**src/rtl/pacote_processador_pkg.sv**
```systemverilog
// Shared register-file constants and destination-select encodings for the
// decode/write-back path.
package pacote_processador;

  localparam int REG_ADDR_W = 5;
  localparam int LINK_REG   = 30;

  localparam logic [1:0] DEST_RD     = 2'b00;
  localparam logic [1:0] DEST_RT     = 2'b01;
  localparam logic [1:0] DEST_LINK   = 2'b10;
  localparam logic [1:0] DEST_NENHUM = 2'b11;

endpackage

```
**src/rtl/estagio_destino.sv**
```systemverilog
// One in-flight destination slot: {valido, destino} with hold, clear and load.
module estagio_destino #(
  parameter int W = 5
) (
  input  logic         clock,
  input  logic         reset,
  input  logic         carrega,
  input  logic         limpa,
  input  logic         valido_in,
  input  logic [W-1:0] destino_in,
  output logic         valido,
  output logic [W-1:0] destino
);

  // Clear wins over load so a flushed slot never keeps a stale entry.
  always_ff @(posedge clock) begin
    if (reset || limpa) begin
      valido  <= 1'b0;
      destino <= '0;
    end else if (carrega) begin
      valido  <= valido_in;
      destino <= destino_in;
    end
  end

endmodule

```
**src/rtl/pipeline_destino.sv**
```systemverilog
// Write-back destination selector, carried through PIPE_DEPTH stages, with
// RAW-hazard detection against every in-flight destination except write-back.
module pipeline_destino #(
  parameter int REG_ADDR_W   = pacote_processador::REG_ADDR_W,
  parameter int LINK_REG     = pacote_processador::LINK_REG,
  parameter int PIPE_DEPTH   = 3,
  parameter int FLUSH_STAGES = 1
) (
  input  logic                  clock,
  input  logic                  reset,
  input  logic                  entrada_valida,
  input  logic [1:0]            tipo_destino,
  input  logic [REG_ADDR_W-1:0] reg_rd,
  input  logic [REG_ADDR_W-1:0] reg_rt,
  input  logic [REG_ADDR_W-1:0] fonte_a,
  input  logic [REG_ADDR_W-1:0] fonte_b,
  input  logic                  usa_fonte_b,
  input  logic                  parada,
  input  logic                  limpa,
  output logic [REG_ADDR_W-1:0] destino_wb,
  output logic                  escreve_wb,
  output logic [REG_ADDR_W-1:0] destino_atual,
  output logic                  perigo,
  output logic [3:0]            ocupacao
);
  import pacote_processador::DEST_RD;
  import pacote_processador::DEST_RT;
  import pacote_processador::DEST_LINK;
  import pacote_processador::DEST_NENHUM;

  logic                  valido_st   [PIPE_DEPTH];
  logic [REG_ADDR_W-1:0] destino_st  [PIPE_DEPTH];
  logic                  valido_prox [PIPE_DEPTH];
  logic                  escreve_in;
  logic [3:0]            ocupacao_prox;
  logic [3:0]            ocupacao_q;

  always_comb begin
    case (tipo_destino)
      DEST_RD:   destino_atual = reg_rd;
      DEST_RT:   destino_atual = reg_rt;
      DEST_LINK: destino_atual = REG_ADDR_W'(LINK_REG);
      default:   destino_atual = '0;
    endcase
  end

  // Register 0 is hardwired, so writes to it are never tracked.
  assign escreve_in = entrada_valida && (tipo_destino != DEST_NENHUM) &&
                      (destino_atual != '0);

  for (genvar i = 0; i < PIPE_DEPTH; i++) begin : g_estagio
    logic                  valido_ant;
    logic [REG_ADDR_W-1:0] destino_ant;
    logic                  limpa_local;

    if (i == 0) begin : g_entrada
      assign valido_ant  = escreve_in;
      assign destino_ant = destino_atual;
    end else begin : g_cadeia
      assign valido_ant  = valido_st[i-1];
      assign destino_ant = destino_st[i-1];
    end

    assign limpa_local    = limpa && (i < FLUSH_STAGES);
    assign valido_prox[i] = limpa_local ? 1'b0 : (parada ? valido_st[i] : valido_ant);

    estagio_destino #(.W(REG_ADDR_W)) u_estagio (
      .clock      (clock),
      .reset      (reset),
      .carrega    (!parada),
      .limpa      (limpa_local),
      .valido_in  (valido_ant),
      .destino_in (destino_ant),
      .valido     (valido_st[i]),
      .destino    (destino_st[i])
    );
  end

  always_comb begin
    ocupacao_prox = '0;
    for (int i = 0; i < PIPE_DEPTH; i++) begin
      ocupacao_prox = ocupacao_prox + 4'(valido_prox[i]);
    end
  end

  always_ff @(posedge clock) begin
    if (reset) ocupacao_q <= '0;
    else       ocupacao_q <= ocupacao_prox;
  end

  assign ocupacao = ocupacao_q;

  // Write-back stage is excluded: the register file writes before it reads.
  always_comb begin
    perigo = 1'b0;
    for (int i = 0; i < PIPE_DEPTH - 1; i++) begin
      if (valido_st[i]) begin
        if ((fonte_a != '0) && (destino_st[i] == fonte_a)) perigo = 1'b1;
        if (usa_fonte_b && (fonte_b != '0) && (destino_st[i] == fonte_b)) perigo = 1'b1;
      end
    end
  end

  assign escreve_wb = valido_st[PIPE_DEPTH-1];
  assign destino_wb = escreve_wb ? destino_st[PIPE_DEPTH-1] : '0;

endmodule
```
**config.mk**
```make
export PLATFORM = sky130hd
export DESIGN_NAME = pipeline_destino
export DESIGN_NICKNAME = d
export VERILOG_FILES = /design/src/rtl/pacote_processador_pkg.sv /design/src/rtl/estagio_destino.sv /design/src/rtl/pipeline_destino.sv
export SDC_FILE = /design/constraint.sdc
export NUM_CORES = 1
export LEC_CHECK = 0
export BUFFER_PORTS_ARGS = -buffer_cell sky130_fd_sc_hd__buf_2
export CAP_MARGIN = 10
export CORE_ASPECT_RATIO = 0.6
export CORE_MARGIN = 2
export CORE_UTILIZATION = 47
export CTS_CLUSTER_DIAMETER = 60
export CTS_CLUSTER_SIZE = 20
export DETAILED_ROUTE_END_ITERATION = 12
export PLACE_DENSITY = 0.8
export SLEW_MARGIN = 0
export SYNTH_ARGS = -nofsm -noshare
export SYNTH_HDL_FRONTEND = slang
export SYNTH_HIERARCHICAL = 1
export SYNTH_SLANG_ARGS = --single-unit
```
**constraint.sdc**
```tcl
create_clock -name clock -period 1.9 [get_ports clock]
set_input_delay 0.095 -clock clock [delete_from_list [all_inputs] [get_ports clock]]
set_output_delay 0.095 -clock clock [all_outputs]
set_load 0.05 [all_outputs]
```
==> Word-level counts from Yosys, hierarchy flattened <==
Index checks and enable logic that the tools add are counted.
W data, S select, Z words.
{ "word_totals": {"output_inout_bits": 16, "elab_cells": 40, "latchBits": 0, "input_bits": 28, "romBits": 0, "ram_bits": 0, "memories": 0, "reg_bits": 22} }
{ "op_classes": {"n_reduce_logical": 12, "muxes": 12, "n_addsub": 2, "div": 0, "n_mul": 0, "bitwise_logic": 0, "magnitude_cmp": 0, "n_shift": 0, "n_eq_ne": 7} }
{ "ops": {"columns": ["op", "count"], "rows": [
  ["$eq A5 B5 Y1", 4],
  ["$pmux W5 S3", 1],
  ["$reduce_bool A5 Y1", 3],
  ["$mux W1", 10],
  ["$logic_and A1 B1 Y1", 7],
  ["$mux W5", 1],
  ["$add A2 B1 Y3", 1],
  ["$add A1 B1 Y2", 1],
  ["$eq A2 B1 Y1 const B", 1],
  ["$eq A2 B2 Y1 const B", 1],
  ["$logic_not A2 Y1", 1],
  ["$ne A2 B2 Y1 const B", 1],
  ["$logic_or A1 B1 Y1", 1]
]} }

==> Depth between registers and ports, before layout <==
Gate-level depths: netlist (run 1).
{ "depth": {"ltp_word": 8, "depth_mapped": 7, "depth_no_buf": 6} }

==> Hierarchy <==
The synthesis (run 1) kept the hierarchy.
{ "modules_own_cells": {"columns": ["module", "n_inst", "cells_each", "area_each_um2"], "rows": [
  ["estagio_destino", 3, 21, 219.0],
  ["pipeline_destino", 1, 73, 580.6]
]} }

==> Least setup slack after synthesis (run 1) <==
No wires, ideal clock.
{ "synth_path": {"path_kind": "input port to flip-flop", "from": "input tipo_destino[1]", "to": "register ocupacao_q[0] (netlist: ocupacao[0])", "t_arrival_ns": 2.038, "required_time_ns": 1.789, "path_stages": 7, "slack_ns": -0.249, "n_path_buf": 1, "cell_sequence": "buf_4 > nor2_1 > o2bb2ai_1 > nor4_4 > o22a_1 > fa_1 > nor2_1"} }
{ "synth_via": {"elab_chain_cells": 8, "word_cells_on_any_way": 12, "classes_between": "add/sub (2); eq/ne (3); mux (3); reduce/logical (4)"} }
{ "synth_rtl": {"columns": ["item", "line_no", "source"], "rows": [
  ["start, declared", "pipeline_destino.sv:12", "input logic [1:0] tipo_destino,"],
  ["$eq A2 B2 Y1, or another cell as far along", "pipeline_destino.sv:39", "case (tipo_destino)"],
  ["$pmux W5 S3 *", "pipeline_destino.sv:39", null],
  ["net destino_atual[4]", "pipeline_destino.sv:22", "output logic [REG_ADDR_W-1:0] destino_atual,"],
  ["$reduce_bool A5 Y1 *", "pipeline_destino.sv:49", "(destino_atual != '0);"],
  ["$logic_and A1 B1 Y1 *", "pipeline_destino.sv:48", "assign escreve_in = entrada_valida && (tipo_destino != DEST_NENHUM) &&"],
  ["$mux W1 *", null, null],
  ["$mux W1 *", "pipeline_destino.sv:65", "assign valido_prox[i] = limpa_local ? 1'b0 : (parada ? valido_st[i] : valido_ant);"],
  ["$add A1 B1 Y2 *", "pipeline_destino.sv:82", "ocupacao_prox = ocupacao_prox + 4'(valido_prox[i]);"],
  ["$add A2 B1 Y3 *", "pipeline_destino.sv:82", null],
  ["end signal, assigned", "pipeline_destino.sv:88", "else ocupacao_q <= ocupacao_prox;"],
  ["end, declared", "pipeline_destino.sv:36", "logic [3:0] ocupacao_q;"]
]} }
Mark *: on every way through the listed nets, which the timed path passes. The rest lies on a longest branch.
A chain may end at the register's enable or synchronous reset.

==> Final worst setup path (run 1) <==
{ "layout_path": {"from": "register g_estagio[1].u_estagio.destino[4]", "to": "output perigo"} }
{ "layout_via": {"elab_chain_cells": 5, "word_cells_on_any_way": 7, "classes_between": "eq/ne (2); mux (3); reduce/logical (2)"} }
{ "layout_rtl": {"columns": ["item", "line_no", "source"], "rows": [
  ["start, declared", "estagio_destino.sv:12", "output logic [W-1:0] destino"],
  ["start signal, assigned", "estagio_destino.sv:22", "destino <= destino_in;"],
  ["$eq A5 B5 Y1", "pipeline_destino.sv:98", "if ((fonte_a != '0) && (destino_st[i] == fonte_a)) perigo = 1'b1;"],
  ["$logic_and A1 B1 Y1", "pipeline_destino.sv:98", null],
  ["$mux W1", "pipeline_destino.sv:98", null],
  ["$mux W1 *", "pipeline_destino.sv:99", "if (usa_fonte_b && (fonte_b != '0) && (destino_st[i] == fonte_b)) perigo = 1'b1;"],
  ["$mux W1 *", "pipeline_destino.sv:97", "if (valido_st[i]) begin"],
  ["end, declared", "pipeline_destino.sv:23", "output logic perigo,"]
]} }
Every way passes the cells marked *; elsewhere a longest branch is shown, timed or not.

==> impl_metrics.yaml, run 1 <==
cells_and_area:
  finalNonFillerCells: 207
  final_common_cell: "buf_2"
  syn_to_final_growth_pct: 22.4
  nFillCells: 212
  n_antenna_cell: 0
  layout-drive-gt1-share_pct: 30.9
  layout_common_cells: "buf_2 (40), nor2_1 (27), mux2i_1 (21)"
  fin_nets: 205
  fin_area_sq_um: 1520
logic_synthesis:
  synth_seq_cells: 20
  yosys.area_share.xor_xnor_pct: 14.2
  synthSimpleGateAreaFrac_pct: 21.5
  synth_warnings: 6
  seq_area_frac_synth_pct: 32.4
  synth_top_family_by_area: "simple AND/OR/NAND/NOR gates"
  synth_compound_area_share_pct: 7.58
  synthMuxAreaShare_pct: 17.0
  syn_area_per_cell_sq_um: 9.10
  syn_area_sq_um: 1240
  yosysUniqueCellTypes: 27
  synth_adder_area_share_pct: 1.62
  postSynthCellCount: 136
drt:
  drc: 0
  ant_nets: 0
  drt_iter0_markers: 32
  first_pass_iters: 4
  post_drt_wl_per_cell_microns: 13.0
  vias: 1061
  wl_microns: 2700
  viasPerCell: 5.13
clock_network:
  clock_path_buffers: 2
  cts_hold_buf: 0
  cts_setup_buffers: 0
  clkTransAtPathRegs_ns: 0.07
  numCtsBuffers: 3
  cts_tree: "done"
  clock_latency_ns: 0.25
  clockRootBuffer: "clkbuf_8"
  clock-sinks: 20
  htreeDepth: 1
worst_setup_path:
  r2r_cells: 4
  cp_max_fo: 4
  crit_type: "reg -> out"
  cp-start-kind: "flip-flop"
  slowest_stage: "dfxtp_1"
  r2r_end: "ocupacao[0]"
  critical_path_required_ns: 1.80
  arrival_ns: 1.65
  end_kind: "primary output"
  cpPeakStageDelay_ns: 0.43
  timing.rr.start: "g_estagio[0].u_estagio/valido"
  rrSetupSlack_ns: 0.51
  path_cells: "xor2_1 -> nor4_2 -> a32oi_1 -> o22ai_1 -> clkbuf_4"
floorplan:
  die_height_microns: 43.7
  start_util_pct: 49.4
  std_cell_rows: 14
  io_pins: 44
  die_x_microns: 70.2
  die_area_sq_um: 3070
  coreArea_sq_um: 2500
global_route:
  grt_max_degree: 19
  grt_pass1_vias: 1034
  use_met3_pct: 5.58
  grtUsageMet2_pct: 30.4
  gr-total-overflow: 0
  track_usage_pct: 19.4
  busiest_layer: "met2"
  antenna_found_initial: 0
  grtUsageMet1_pct: 27.2
  grt_pass1_wl_microns: 4680
sta:
  fin_ws_ns: 0.150
  setup_violations: 0
  timing.final.max_slew_violations: 0
  finalCritPeriodShare_pct: 92.1
  timing.setup.tns_ns: 0
  whs_ns: 0.0374
  max_freq_ghz: 0.571
  fin_crit_ns: 1.75
  clock-skew-final_ns: 0.000599
  hold_viol: 0
placement:
  dpl.hpwl_microns: 2150
  dp_slack_ns: 0.210
  portBuffers: 41
  placed_cell_area_sq_um: 1440
  placed_cells: 203
  gp_congestion: 0.881
min_path:
  hold_depth: 2
  min_path_type: "in -> reg"
  hold_end: "ocupacao[0]"
  hold_start: "reset"
power_and_ir_drop:
  power_density_nw_per_um2: 620
  ir_drop_uv: 510
  cellLeakagePower_uw: 0.000709
job:
  drv_cap: 0
status:
  outcome: "finished clean"
-- area by class of cell --
cell class | instances | area, sq um | share of cell area (%)
flip-flops and latches | 20 | 402 | 26.5
multi-input cells | 108 | 800 | 52.8
well taps | 32 | 40.0 | 2.64
inverters | 1 | 3.75 | 0.248
clock buffers | 4 | 55.1 | 3.63
repair buffers | 42 | 215 | 14.2
-- worst max path at each step --
stage	startpoint	end	slack, ns	depth (start not counted)
floorplan	tipo_destino[1]	ocupacao[0]	0.07	7
global placement	tipo_destino[0]	ocupacao[0]	0.27	7
detailed placement	tipo_destino[0]	ocupacao[0]	0.21	7
CTS	g_estagio[1].u_estagio/destino[1]	perigo	0.08	5
global route	g_estagio[1].u_estagio/destino[4]	perigo	-0.01	5
finish	g_estagio[1].u_estagio/destino[4]	perigo	0.15	5
-- state kept, by name, indices dropped and copies added (netlist names) --
register and count:
ocupacao 2, g_estagio.u_estagio/destino 15, g_estagio.u_estagio/valido 3
-- per-layer routing --
layer | part of all wire [%] | wire (microns) | up-vias
li1 | - | - | 537
met1 | 51 | 1390 | 492
met2 | 43 | 1150 | 32
met5 | 0 | 0 | -
met3 | 5.8 | 156 | 0
met4 | 0 | 0 | 0
-- Yosys cell counts --
cell type / instances / area (sq um)
xnor2_1: 4 / 35.0
mux2i_1: 21 / 210
nor2_1: 27 / 101
and2_1: 7 / 43.8
nand2_1: 4 / 15.0
buf_6: 1 / 11.3
o2bb2ai_1: 1 / 8.76
o22a_1: 1 / 8.76
or2_0: 3 / 18.8
a21oi_1: 1 / 5.00
fa_1: 1 / 20.0
dfxtp_1: 20 / 400
o21ai_0: 2 / 10.0
or4_1: 2 / 15.0
nor4_4: 1 / 21.3
o21bai_1: 1 / 7.51
buf_2: 6 / 30.0
conb_1: 1 / 3.75
buf_4: 3 / 22.5
nor2b_4: 1 / 13.8
o22ai_1: 1 / 6.26
a32oi_1: 2 / 17.5
nor4_1: 5 / 31.3
o2bb2ai_2: 2 / 30.0
inv_1: 1 / 3.75
xor2_1: 16 / 140
or3_1: 1 / 6.26
-- power by group --
part	internal [uW]	switching (uW)
logic	72.7	121
clock network	184	128
registers	425	8.97
total	682	258
-- cells by family (layout without fill, tap and decap cells) --
logic type | count (synthesis) | after routing
other cells | 1 | 4
flops | 20 | 20
mux | 21 | 21
xor+xnor | 20 | 20
simple gates | 51 | 51
fa+ha+maj | 1 | 1
compound gates | 11 | 11
buf+inv | 11 | 47
-- critical path: cells and delay by family, from the launching register on --
family                 cells  cell delay (ns)
AO/OA/AOI/OAI              2             0.30
XOR/XNOR                   1             0.12
buffers and inverters      1             0.25
flip-flops                 1             0.43
AND/OR/NAND/NOR            1             0.30
-- metrics by stage --
step	total power, uW	util [%]
after floorplan	581	-
after global placement	629	57.6
after detailed placement	634	57.6
after CTS	948	59.8
after global routing	991	60.5
final	940	60.5
-- repair_timing --
action                     CTS  global route
hold endpoints to repair     0             0
setup endpoints to repair    0             1
resized for setup            0             4
Power figures use the tool's default switching activity.
==> run 2: changes to the inputs <==
- ABC_AREA: not set -> 1
- PLACE_DENSITY: 0.8 -> 0.78
==> run 2 against run 1 <==
Against the previous run: combinational power up 41%; maximum frequency up 7.5%; wire length up 13%; largest power group unchanged; first-iteration DRC count up 47%; critical path depth up 3; critical endpoint unchanged; die area up 13%; worst setup slack better by 0.12 ns; worst hold slack better by 0.083 ns.
==> impl_metrics.yaml, run 2 <==
drt:
  drt_iter0_markers: 47
  vias: 1363
  post_drt_wl_per_cell_microns: 9.46
  first_pass_iters: 4
  ant_nets: 0
  wl_microns: 3050
  drc: 0
  viasPerCell: 4.23
placement:
  dp_slack_ns: 0.383
  placed_cell_area_sq_um: 1650
  dpl.hpwl_microns: 2420
  gp_congestion: 0.854
  portBuffers: 41
clock_network:
  clock-sinks: 20
  clkTransAtPathRegs_ns: 0.08
  htreeDepth: 1
  cts_resized: 0
  clock_latency_ns: 0.26
  cts_hold_buf: 0
  clock_path_buffers: 2
  numCtsBuffers: 3
  cts_setup_buffers: 0
  cts_tree: "done"
  clockRootBuffer: "clkbuf_8"
worst_setup_path:
  path_cells: "xnor2_1 -> nand2_1 -> nor2_1 -> nand2_1 -> nand2_1 -> nand2_1 -> nand2_1 -> buf_2"
  arrival_ns: 1.53
  crit_top_cell: "nand2_1"
  cpPeakStageDelay_ns: 0.43
  r2r_end: "ocupacao[0]"
  startpoint: "g_estagio[0].u_estagio/destino[4]"
  cp_max_fo: 4
  cp-start-kind: "flip-flop"
  timing.rr.start: "g_estagio[2].u_estagio/valido"
  critical_path_required_ns: 1.80
  rrSetupSlack_ns: 0.57
  critPathCapture: "perigo"
  end_kind: "primary output"
  r2r_cells: 3
  slowest_stage: "dfxtp_1"
  crit_family: "simple AND/OR/NAND/NOR gates"
  path_depth: 8
  cp_num_buf_inv: 1
  crit_type: "reg -> out"
logic_synthesis:
  synth_seq_cells: 20
  netlist.top_cell.by_area: "dfxtp_1"
  synthMostInstantiatedCell: "nand2_1"
  postSynthCellCount: 235
  syn_area_sq_um: 1410
  synth_edf_count: 0
  synth_top_area_share_pct: 28.3
  synth_warnings: 6
  synth_area_leaders: "dfxtp_1 (28%), nand2_1 (22%), nor2_1 (14%)"
  synthFlopType: "dfxtp_1"
  yosysUniqueCellTypes: 20
  synth-async-reset-ratio_pct: 0
  syn_area_per_cell_sq_um: 6.02
  seq_area_frac_synth_pct: 28.3
  synthTopCellsByCount: "nand2_1 (81), nor2_1 (51), inv_1 (42)"
cells_and_area:
  layout.area.seq_sq_um: 400
  layout-drive-gt1-share_pct: 20.0
  nFillCells: 296
  fin_area_sq_um: 1720
  fin_nets: 310
  syn_to_final_growth_pct: 21.7
  multi_input_area_sq_um: 818
  layout_common_cells: "nand2_1 (81), nor2_1 (51), inv_1 (42)"
  n_antenna_cell: 0
  regMostFlops: "g_estagio.u_estagio/destino"
  final_common_cell: "nand2_1"
  largest_reg_flops: 15
power_and_ir_drop:
  ir_drop_uv: 332
  power_density_nw_per_um2: 670
  cellLeakagePower_uw: 0.000973
floorplan:
  io_pins: 44
  die_x_microns: 74.8
  start_util_pct: 49.2
  std_cell_rows: 15
  die_area_sq_um: 3480
  die_height_microns: 46.5
  coreArea_sq_um: 2870
global_route:
  gr-total-overflow: 0
  track_usage_pct: 19.6
  grt_pass1_wl_microns: 5090
  grt_max_degree: 21
  grt_pass1_vias: 1216
  antenna_found_initial: 0
sta:
  timing.final.max_slew_violations: 0
  setup_violations: 0
  hold_viol: 0
  clock-skew-final_ns: 0.00697
  rsz0062_at_grt: "false"
  finalCritPeriodShare_pct: 85.7
  fin_crit_ns: 1.63
  fin_ws_ns: 0.272
  max_freq_ghz: 0.614
  timing.setup.tns_ns: 0
status:
  outcome: "finished clean"
min_path:
  min_path_type: "in -> reg"
job:
  drv_cap: 0
[run 2: logic make-up (layout without fill, tap and decap cells)]
group	count (synthesis)	after routing	share of synthesized area (%)
xor+xnor	19	19	11.8
compound gates	4	4	1.86
flops	20	20	28.3
other cells	1	4	0.265
simple gates	142	142	41.1
buf+inv	47	89	14.6
mux	1	1	0.708
fa+ha+maj	1	1	1.42
[run 2: worst min path at each step]
| stage | start | to | cells after the start |
|---|---|---|---|
| global route | reset | ocupacao[0] | 2 |
| CTS | reset | ocupacao[0] | 2 |
| global placement | reset | ocupacao[0] | 2 |
| detailed placement | reset | ocupacao[1] | 2 |
| finish | reset | ocupacao[0] | 2 |
| floorplan | reset | ocupacao[0] | 1 |
[run 2: power breakdown]
part           total, uW  switching [uW]  internal, uW  leakage, uW
registers            455            18.4           436     0.000163
clock network        425             144           281    0.0000357
logic                273             175          98.0     0.000774
total               1150             338           815     0.000973
[run 2: layout make-up]
| cell class | instances | area share (%) |
|---|---|---|
| sequential | 20 | 23.3 |
| timing repair buffer | 43 | 12.8 |
| tap | 42 | 3.05 |
| clock inverter | 1 | 1.75 |
| clock buffer | 3 | 2.40 |
| multi-input combinational | 171 | 47.6 |
| inverter | 42 | 9.16 |
[run 2: metrics by stage]
step	std cells	util, %	power (uW)	hold WS, ns
global placement	318	57.4	732	0.385
CTS	322	59.9	1170	0.114
finish	322	59.9	1150	0.121
floorplan	238	-	661	0.162
detailed placement	318	57.4	736	0.402
global route	322	59.9	1210	0.123
[run 2: per-layer routing]
metal  share of wire, %  vias up  global-route usage [%]  wire length, microns
li1                   -      757                       -                     -
met1                 54      574                    27.5                  1640
met2                 41       30                    31.9                  1260
met3                4.6        2                    4.81                   140
met4               0.23        0                    1.43                     7
met5                  0        -                       0                     0
==> run 3: changes to the inputs <==
- PLACE_DENSITY: 0.78 -> 0.74
==> run 3 against run 2 <==
Against the previous run: count of clock-buffer cells in the layout did not move; via count grew 1.5%; utilization is 1.0 points lower; wire length rose by 0.62%; non-clock buffer count unchanged; register-to-register slack barely moved; critical path type unchanged; critical endpoint unchanged; largest cell class unchanged; largest power group unchanged.
==> impl_metrics.yaml, run 3 (same netlist as run 2, synthesis figures left out) <==
sta:
  setup_violations: 0
  max_freq_ghz: 0.616
  finalCritPeriodShare_pct: 85.4
  clock-skew-final_ns: 0.00268
  timing.final.max_slew_violations: 0
  hold_viol: 0
  rsz0062_at_grt: "false"
  timing.setup.tns_ns: 0
  whs_ns: 0.124
  fin_crit_ns: 1.62
clock_network:
  htreeDepth: 1
  clockRootBuffer: "clkbuf_8"
  clock_latency_ns: 0.26
  clock-sinks: 20
  clock_path_buffers: 2
  clkTransAtPathRegs_ns: 0.07
  cts_resized: 0
  cts_tree: "done"
  cts_hold_buf: 0
  cts_setup_buffers: 0
  numCtsBuffers: 3
cells_and_area:
  syn_to_final_growth_pct: 19.6
  fin_area_sq_um: 1690
  layout_common_cells: "nand2_1 (81), nor2_1 (51), inv_1 (42)"
  fin_nets: 310
  regMostFlops: "g_estagio.u_estagio/destino"
  largest_reg_flops: 15
  final_common_cell: "nand2_1"
  layout-drive-gt1-share_pct: 19.7
  n_antenna_cell: 0
drt:
  drc: 0
  post_drt_wl_per_cell_microns: 9.55
  wl_microns: 3070
  first_pass_iters: 4
  drt_iter0_markers: 55
  viasPerCell: 4.31
  vias: 1383
  ant_nets: 0
floorplan:
  std_cell_rows: 15
  die_x_microns: 74.8
  coreArea_sq_um: 2870
  die_height_microns: 46.5
  io_pins: 44
  die_area_sq_um: 3480
  start_util_pct: 49.2
status:
  outcome: "finished clean"
global_route:
  track_usage_pct: 19.2
  antenna_found_initial: 0
  gr-total-overflow: 0
  grt_max_degree: 25
  grt_pass1_wl_microns: 4860
  grt_pass1_vias: 1116
worst_setup_path:
  critical_path_required_ns: 1.80
  rrSetupSlack_ns: 0.58
  arrival_ns: 1.53
  cp_max_fo: 4
  cp-start-kind: "flip-flop"
  crit_type: "reg -> out"
  end_kind: "primary output"
job:
  drv_cap: 0
power_and_ir_drop:
  ir_drop_uv: 398
  cellLeakagePower_uw: 0.000959
  power_density_nw_per_um2: 596
  report.power.total_uw: 1010
placement:
  placed_cell_area_sq_um: 1650
  portBuffers: 41
  dpl.hpwl_microns: 2460
  gp_congestion: 0.772
min_path:
  min_path_type: "in -> reg"
run 3: changes by cell type in the layout (fill, tap and decap cells not counted), sizes merged:
cell    change
bufinv      -1
run 3: final cells by class:
class | count | area, sq um
inverters | 42 | 158
clock buffers | 3 | 41.3
well taps | 42 | 52.6
repair buffers | 43 | 220
flip-flops and latches | 20 | 400
multi-input cells | 171 | 818
fillers | 298 | 1180
run 3: final timing paths:
| path | start | endpoint | cells after the start |
|---|---|---|---|
| max | g_estagio[1].u_estagio/destino[0] | perigo | 8 |
| min | reset | ocupacao[0] | 2 |
| max reg2reg | g_estagio[2].u_estagio/valido | ocupacao[0] | 3 |
| min reg2reg | g_estagio[2].u_estagio/destino[4] | g_estagio[2].u_estagio/destino[4] | 2 |
run 3: stage by stage:
stage	util [%]	instances	setup WS, ns
after detailed placement	57.4	318	0.389
after global routing	58.9	321	0.146
final	58.9	321	0.277
after CTS	58.9	321	0.265
after floorplan	-	238	0.286
after global placement	57.4	318	0.436
run 3: where the power goes:
group / internal (uW) / total (uW) / switching (uW)
Sequential: 436 / 455 / 18.2
Clock: 141 / 280 / 138
Combinational: 97.8 / 273 / 176
Total: 676 / 1010 / 332
run 3: worst max-delay path, cell delays in order (launching register included):
cell and delay (ns):
dfxtp_1 0.42, xnor2_1 0.14, nand2_1 0.09, nor2_1 0.10, nand3_1 0.07, nand2_1 0.08, nand2_1 0.05, nand2_1 0.07
buf_2 0.26
run 3: per-layer routing:
metal  part of all wire (%)  up-vias  GRT usage, %
li1                       -      753             -
met1                     53      589          27.5
met2                     39       37          27.4
met3                    6.3        4          5.91
met4                   0.98        0          5.71
met5                      0        -             0
